==> config.mk <==
export PLATFORM = sky130hd
export DESIGN_NAME = sa_result_writeback
export DESIGN_NICKNAME = d
export VERILOG_FILES = /design/src/rtl/sa_result_writeback.sv
export SDC_FILE = /design/constraint.sdc
export NUM_CORES = 1
export LEC_CHECK = 0
export CAP_MARGIN = 30
export CORE_AREA = 2 2 270 272
export CTS_BUF_LIST = sky130_fd_sc_hd__clkbuf_4 sky130_fd_sc_hd__clkbuf_8 sky130_fd_sc_hd__clkbuf_16
export CTS_CLUSTER_SIZE = 25
export DETAILED_ROUTE_END_ITERATION = 8
export DIE_AREA = 0 0 272 274
export SLEW_MARGIN = 10
export SYNTH_ARGS = -nofsm -noshare
export SYNTH_HDL_FRONTEND = slang
export SYNTH_SLANG_ARGS = --single-unit
==> constraint.sdc <==
create_clock -name clk -period 2.7 [get_ports clk]
set_clock_uncertainty 0.1 [all_clocks]
set_input_delay 0.54 -clock clk [delete_from_list [all_inputs] [get_ports clk]]
set_output_delay 0.54 -clock clk [all_outputs]
set_load 0.02 [all_outputs]
==> src/rtl/sa_result_writeback.sv <==
// Drain side of the systolic array: deskews per-column accumulator results and
// writes each completed result row into the vector register file.
module sa_result_writeback #(
   parameter int X               = 3,
   parameter int Y               = 3,
   parameter int ADD_DATAWIDTH   = 32,
   parameter int NUM_REGS        = 8,
   parameter int NUM_REG_ROWS    = 16,
   parameter int NUM_REG_COLUMNS = 64,
   parameter int FIFO_DEPTH      = 4
) (
   input  logic                                 clk,
   input  logic                                 rst_n,
   input  logic                                 cmd_valid,
   output logic                                 cmd_ready,
   input  logic [$clog2(NUM_REGS)-1:0]          cmd_reg,
   input  logic [$clog2(NUM_REG_ROWS)-1:0]      cmd_row,
   input  logic [$clog2(NUM_REG_ROWS):0]        cmd_rows,
   input  logic [Y-1:0]                         col_valid,
   input  logic [Y*ADD_DATAWIDTH-1:0]           col_data,
   output logic                                 wr_valid,
   input  logic                                 wr_ready,
   output logic [$clog2(NUM_REGS)-1:0]          wr_reg,
   output logic [$clog2(NUM_REG_ROWS)-1:0]      wr_row,
   output logic [NUM_REG_COLUMNS*8-1:0]         wr_data,
   output logic [NUM_REG_COLUMNS-1:0]           wr_byte_en,
   output logic                                 busy,
   output logic                                 done,
   output logic                                 overflow
);

   // state  | meaning
   // IDLE   | waiting for a drain command, cmd_ready=1
   // DRAIN  | collecting column results and writing rows
   // DONE   | one-cycle completion pulse, then back to IDLE

   localparam int REG_W  = $clog2(NUM_REGS);
   localparam int ROW_W  = $clog2(NUM_REG_ROWS);
   localparam int CNT_W  = ROW_W + 1;
   localparam int DATA_W = NUM_REG_COLUMNS * 8;
   localparam int AW     = $clog2(FIFO_DEPTH);
   localparam int USED_B = Y * ADD_DATAWIDTH / 8;
   localparam logic [NUM_REG_COLUMNS-1:0] BE_MASK =
      {{(NUM_REG_COLUMNS - USED_B){1'b0}}, {USED_B{1'b1}}};

   if (FIFO_DEPTH < Y || X < 1) begin : g_bad_cfg
      $error("sa_result_writeback: FIFO_DEPTH must cover the column skew");
   end

   typedef enum logic [1:0] {
      S_IDLE  = 2'd0,
      S_DRAIN = 2'd1,
      S_DONE  = 2'd2
   } state_t;

   state_t state, state_nxt;

   logic                      accept;
   logic                      wr_fire;
   logic                      pop;
   logic                      drop_any;
   logic [Y-1:0]              fifo_empty;
   logic [Y-1:0]              fifo_full;
   logic [Y-1:0]              push;
   logic [DATA_W-1:0]         row_pack;

   logic [ADD_DATAWIDTH-1:0]  fifo_mem [Y][FIFO_DEPTH];
   logic [AW:0]               wptr [Y];
   logic [AW:0]               rptr [Y];

   logic [REG_W-1:0]          reg_q;
   logic [ROW_W-1:0]          next_row;
   logic [CNT_W-1:0]          rows_left;
   logic [CNT_W-1:0]          rows_to_pop;

   assign wr_fire = wr_valid && wr_ready;

   always_comb begin
      state_nxt = state;
      accept    = 1'b0;
      cmd_ready = 1'b0;
      busy      = 1'b1;
      done      = 1'b0;
      case (state)
         S_IDLE: begin
            cmd_ready = 1'b1;
            busy      = 1'b0;
            if (cmd_valid) begin
               accept    = 1'b1;
               state_nxt = (cmd_rows == '0) ? S_DONE : S_DRAIN;
            end
         end
         S_DRAIN: begin
            if (wr_fire && rows_left == CNT_W'(1)) begin
               state_nxt = S_DONE;
            end
         end
         S_DONE: begin
            done      = 1'b1;
            state_nxt = S_IDLE;
         end
         default: state_nxt = S_IDLE;
      endcase
   end

   always_ff @(posedge clk or negedge rst_n) begin
      if (!rst_n) begin
         state <= S_IDLE;
      end else begin
         state <= state_nxt;
      end
   end

   // rows_to_pop bounds loads into the output stage; rows_left bounds handshakes.
   always_comb begin
      pop      = 1'b0;
      drop_any = 1'b0;
      push     = '0;
      row_pack = '0;
      for (int j = 0; j < Y; j++) begin
         fifo_empty[j] = (wptr[j] == rptr[j]);
         fifo_full[j]  = (wptr[j][AW] != rptr[j][AW]) &&
                         (wptr[j][AW-1:0] == rptr[j][AW-1:0]);
         row_pack[j*ADD_DATAWIDTH +: ADD_DATAWIDTH] = fifo_mem[j][rptr[j][AW-1:0]];
      end
      if (state == S_DRAIN && fifo_empty == '0 && rows_to_pop != '0 &&
          (!wr_valid || wr_ready)) begin
         pop = 1'b1;
      end
      for (int j = 0; j < Y; j++) begin
         if (state == S_DRAIN && col_valid[j]) begin
            if (!fifo_full[j] || pop) begin
               push[j] = 1'b1;
            end else begin
               drop_any = 1'b1;
            end
         end
      end
   end

   always_ff @(posedge clk) begin
      for (int j = 0; j < Y; j++) begin
         if (push[j]) begin
            fifo_mem[j][wptr[j][AW-1:0]] <= col_data[j*ADD_DATAWIDTH +: ADD_DATAWIDTH];
         end
      end
   end

   always_ff @(posedge clk or negedge rst_n) begin
      if (!rst_n) begin
         for (int j = 0; j < Y; j++) begin
            wptr[j] <= '0;
            rptr[j] <= '0;
         end
      end else if (accept) begin
         for (int j = 0; j < Y; j++) begin
            wptr[j] <= '0;
            rptr[j] <= '0;
         end
      end else begin
         for (int j = 0; j < Y; j++) begin
            if (push[j]) begin
               wptr[j] <= wptr[j] + (AW+1)'(1);
            end
            if (pop) begin
               rptr[j] <= rptr[j] + (AW+1)'(1);
            end
         end
      end
   end

   always_ff @(posedge clk or negedge rst_n) begin
      if (!rst_n) begin
         reg_q       <= '0;
         next_row    <= '0;
         rows_left   <= '0;
         rows_to_pop <= '0;
         overflow    <= 1'b0;
      end else if (accept) begin
         reg_q       <= cmd_reg;
         next_row    <= cmd_row;
         rows_left   <= cmd_rows;
         rows_to_pop <= cmd_rows;
         overflow    <= 1'b0;
      end else begin
         if (pop) begin
            next_row    <= next_row + ROW_W'(1);
            rows_to_pop <= rows_to_pop - CNT_W'(1);
         end
         if (wr_fire) begin
            rows_left <= rows_left - CNT_W'(1);
         end
         if (drop_any) begin
            overflow <= 1'b1;
         end
      end
   end

   always_ff @(posedge clk or negedge rst_n) begin
      if (!rst_n) begin
         wr_valid   <= 1'b0;
         wr_reg     <= '0;
         wr_row     <= '0;
         wr_data    <= '0;
         wr_byte_en <= '0;
      end else if (pop) begin
         wr_valid   <= 1'b1;
         wr_reg     <= reg_q;
         wr_row     <= next_row;
         wr_data    <= row_pack;
         wr_byte_en <= BE_MASK;
      end else if (wr_fire) begin
         wr_valid <= 1'b0;
      end
   end

endmodule

# Yosys cells after proc, flatten, opt, wreduce, memory -nomap -nowiden
# Memory sizes are Yosys's and may differ from the RTL's.
# Cells that the tools add are included.
[word_totals]
register_bits = 143
ramBits = 384
inputBits = 115
out_inout_bits = 588
wordCells = 151
mem_count = 1
[classes]
addsub = 9
magnitude_cmp = 9
eq_ne = 14
n_mux = 61
bitwise_logic = 6
n_reduce_logical = 34
[memory_table]
columns = ["name", "words", "width", "rd", "rd_ports_with_merged_regs", "wr", "line_no", "source"]
rows = [
  ["fifo_mem", 3, 128, 3, 0, 3, "67", "logic [ADD_DATAWIDTH-1:0] fifo_mem [Y][FIFO_DEPTH];"],
]
[op_table]
columns = ["op", "n"]
rows = [
  ["$mux W128", 3],
  ["$mux W32", 9],
  ["$bmux W32 S2", 3],
  ["$demux W32 S2", 3],
  ["$mux W1", 25],
  ["$mux W5", 4],
  ["$add A3 B1 Y3 const B", 6],
  ["$ge A3 B3 Y1 const B", 6],
  ["$mux W3", 6],
  ["$mux W9", 2],
  ["$not A2 Y3", 6],
  ["$logic_and A1 B1 Y1", 14],
  ["$reduce_bool A2 Y1", 7],
  ["$sub A5 B1 Y5 const B", 2],
  ["$eq A3 B3 Y1", 3],
  ["$lt A3 B1 Y1 const B", 3],
  ["$mux W4", 2],
  ["$eq A2 B2 Y1", 3],
  ["$mux W2", 3],
  ["$eq A5 B1 Y1 const B", 1],
  ["$logic_not A5 Y1", 1],
  ["$reduce_bool A5 Y1", 1],
  ["$add A4 B1 Y4 const B", 1],
  ["$logic_not A1 Y1", 4],
  ["other kinds (9)", 15],
]

# Logic depth before layout (Yosys ltp)
[depth]
depth_word = 15
depth_mapped = 9
ltp_nobuf = 7

# Worst setup path before layout
# No wires, ideal clock.
[synth_timing]
path_kind = "input port to flip-flop"
from = "input port wr_ready"
to = "memory fifo_mem[0][192] (netlist bit) (enable)"
setup_time_ps = 392
arrival_ps = 2178
required_time_ps = 2208
setup_slack_ps = 30
path_stages = 6
path_buffers = 1
cell_sequence = "nand2b_1 > clkbuf_1 > nand4_1 > and4b_1 > or2_2 > and2_1"
[synth_lines]
columns = ["element", "line_no", "source"]
rows = [
  ["from (decl)", "22", "input logic wr_ready,"],
  ["to (decl)", "67", ""],
]

==> impl_metrics.tcl <==
set metrics [dict create \
    outcome "complete, no violations" \
    num_io_pins 703 \
    synth_warnings 0 \
    worstMarginPinSlew_ns 0.7019 \
    placedInstanceArea_um2 26090 \
    drc 0 \
    top_layer_used "met5" \
    finalSetupViolations 0 \
    ys_types 47 \
    ys_seq_area_share_pct 62.75 \
    wl_met1_mm 19.64 \
    ys_ff_latch 527 \
    cts_buffers 52 \
    synth_ff_type "edfxtp_1" \
    detailed_place_hpwl_mm 34.36 \
    rsz0062_at_grt "no" \
    first_iter_violations 587 \
    clkSinkCount 527 \
    worstPathMaxFanout 32 \
    switching_share_pct 33.13 \
    via_per_inst 4.129 \
    coreArea_um2 71970 \
    num_vias 11440 \
    num-nets-final 1900 \
    drive_gt1_share_pct 20.18 \
    synthArstFlopShare_pct 27.13 \
    reg2regPathDepth 8 \
    min_period_ns 2.600 \
    wl_met3_mm 3.692 \
    root_buffer "clkbuf_16" \
    crit_type "reg2reg" \
    hold_path_class "in2async" \
    io_buffer_count 234 \
    die-area_um2 74530 \
    clk_pin_slew_ns 0.06 \
    p_int_mw 23.39 \
    clock_path_buffers 3 \
    grt_antenna_before_repair 13 \
    h-tree-depth 2 \
    r2r_end "fifo_mem[0][286]" \
    fin_util_pct 38.68 \
    irDropWorstVdd_mv 0.9921 \
    fmax_mhz 384.7 \
    hold_viol_final 0 \
    clkPwrFrac_pct 20.6 \
    wl_met2_mm 25.25 \
    insertion_delay_ns 0.60 \
    synthesis.area_um2 24080 \
    end_kind "flip-flop" \
    maxCapViolations 0 \
    p_comb_share_pct 41.9 \
    seqPwrFrac_pct 37.6 \
    initial_core_util_pct 33.46 \
    power_mw 34.98 \
    firstDrtPassIters 5 \
    grt_usage_pct 12.73 \
    gp_congestion 0.7245 \
    synth_cells 1489 \
    cp-start-kind "flip-flop" \
    grt_remaining_overflow 0 \
    largest_reg_flops 384 \
    grt_pass1_vias 11070 \
    arrival_ns 2.81 \
    grt_max_degree 73 \
    wl_per_cell_um 17.94 \
    powerDensity_nw_per_um2 1256 \
    grt_pass1_wl_mm 71.67 \
    die_y_um 274 \
    leakagePower_nw 10.73 \
    cts_tree "built" \
    drt_wl_total_mm 49.70 \
    finalCritPeriodShare_pct 96.29 \
    synth_edf_count 384 \
    num_rows 99 \
    postRouteAntennaNets 0 \
    relSlewSlack_pct 53.21 \
    total_switching_power_mw 11.59 \
    r2r_slack_ns 0.10 \
    synth_area_per_cell_um2 16.17 \
    fin_area_um2 27840 \
    finalSetupTns_ns 0 \
    cp.required_ns 2.91 \
    rr_startpoint "rows_to_pop[0]" \
    fp.dieW_um 272 \
    drv_slew 0 \
    syn_to_final_growth_pct 15.61 \
]
synthesized netlist by cell type, drive strengths merged (4+ instances only):
| master | n | share of area, % |
|---|---|---|
| nand3 | 17 | 0.35 |
| clkbuf | 20 | 0.31 |
| nor3 | 4 | 0.083 |
| edfxtp | 384 | 48 |
| dfrtp | 143 | 15 |
| nand4 | 5 | 0.13 |
| buf | 510 | 16 |
| nor3b | 4 | 0.12 |
| o21ai | 17 | 0.35 |
| mux2 | 103 | 6.0 |
| xnor2 | 9 | 0.33 |
| nor2b | 7 | 0.18 |
| nand2 | 33 | 0.51 |
| a21oi | 19 | 0.39 |
| or2 | 4 | 0.10 |
| inv | 15 | 0.23 |
| or3 | 5 | 0.13 |
| ha | 20 | 1.0 |
| mux4 | 96 | 9.0 |
| o311ai | 4 | 0.21 |
| and2 | 14 | 0.37 |
| nand3b | 4 | 0.12 |
| o31ai | 6 | 0.19 |
| xor2 | 4 | 0.15 |
| nor2 | 11 | 0.17 |
placed cells by master, fill, tap and decap left out, drive strengths merged, types with 11 or more instances in the layout:
cell,n
a21oi,19
and2,14
buf,51
clkbuf,76
clkdlybuf4s50,230
clkinv,17
conb,468
dfrtp,143
edfxtp,384
ha,20
inv,16
mux2,103
mux4,96
nand2,33
nand3,17
nor2,11
o21ai,17
cell families after synthesis:
kind of cell / Yosys count / synth area share [%]
flip-flops: 527 / 62.75
AND/OR/NAND/NOR: 121 / 2.754
multiplexers: 202 / 15.06
buffers and inverters: 545 / 16.33
adder cells (fa/ha/maj): 20 / 1.039
XOR/XNOR: 13 / 0.4728
other: 1 / 0.01557
AO/OA/AOI/OAI: 60 / 1.590
layout make-up:
cell class	count	area [µm²]
Multi-Input combinational cell	884	6810
Inverter	15	56.30
Tap cell	959	1200
Clock inverter	22	215.2
Antenna cell	2	5.005
Sequential cell	527	15110
Clock buffer	76	1518
Fill cell	6596	44130
Timing Repair Buffer	285	2920
power by group through the flow:
stage / clock (mW) / combinational, mW / sequential [mW]
6_report: 7.20 / 14.6 / 13.1
5_1_grt: 7.70 / 15.7 / 13.4
4_1_cts: 7.39 / 14.8 / 13.2
3_5_place_dp: 0 / 14.8 / 13.3
3_3_place_gp: 0 / 14.6 / 13.2
2_1_floorplan: 0 / 9.72 / 13.9
worst max path at each step:
stage,start,end,slack (ns),depth (start not counted)
6_report,rows_to_pop[0],fifo_mem[0][286],0.10,8
5_1_grt,rows_to_pop[1],fifo_mem[0][280],0.03,8
4_1_cts,state[0],busy,0.03,5
3_5_place_dp,wr_ready,fifo_mem[0][217],-0.02,7
3_3_place_gp,wr_ready,fifo_mem[0][265],-0.02,7
2_1_floorplan,wr_ready,fifo_mem[0][192],0.03,6
worst max-delay path, stage by stage (launching register included):
cell     delay (ns)
dfrtp_1        0.40
inv_1          0.09
ha_1           0.14
or4b_4         0.50
nand4_1        0.11
and4b_1        0.23
or2_2          0.32
and2_2         0.23
buf_12         0.18
layer usage:
layer  up-vias  GRT usage [%]
li1       5047              -
met3        78          3.827
met2       432          21.54
met4        18          3.571
met5         -              0
met1      5862          15.82
metrics by stage:
step                      hold slack (ns)  std cells  setup slack, ns
after detailed placement           0.3718       2669         -0.01643
after global routing               0.4165       2769          0.02593
after CTS                          0.3639       2768          0.02984
after global placement             0.3682       2669         -0.02030
after floorplan                    0.1444       1956          0.02953
final                              0.3794       2770           0.1003
timing repair:
| action | in CTS | in global routing |
|---|---|---|
| hold buffers | 1 | 0 |
| hold endpoints to repair | 43 | 0 |
| gates resized for setup | 2 | 2 |
| buffers inserted | 0 | 0 |
| endpoints found under the setup margin | 2 | 4 |
Power figures use the tool's default switching activity.
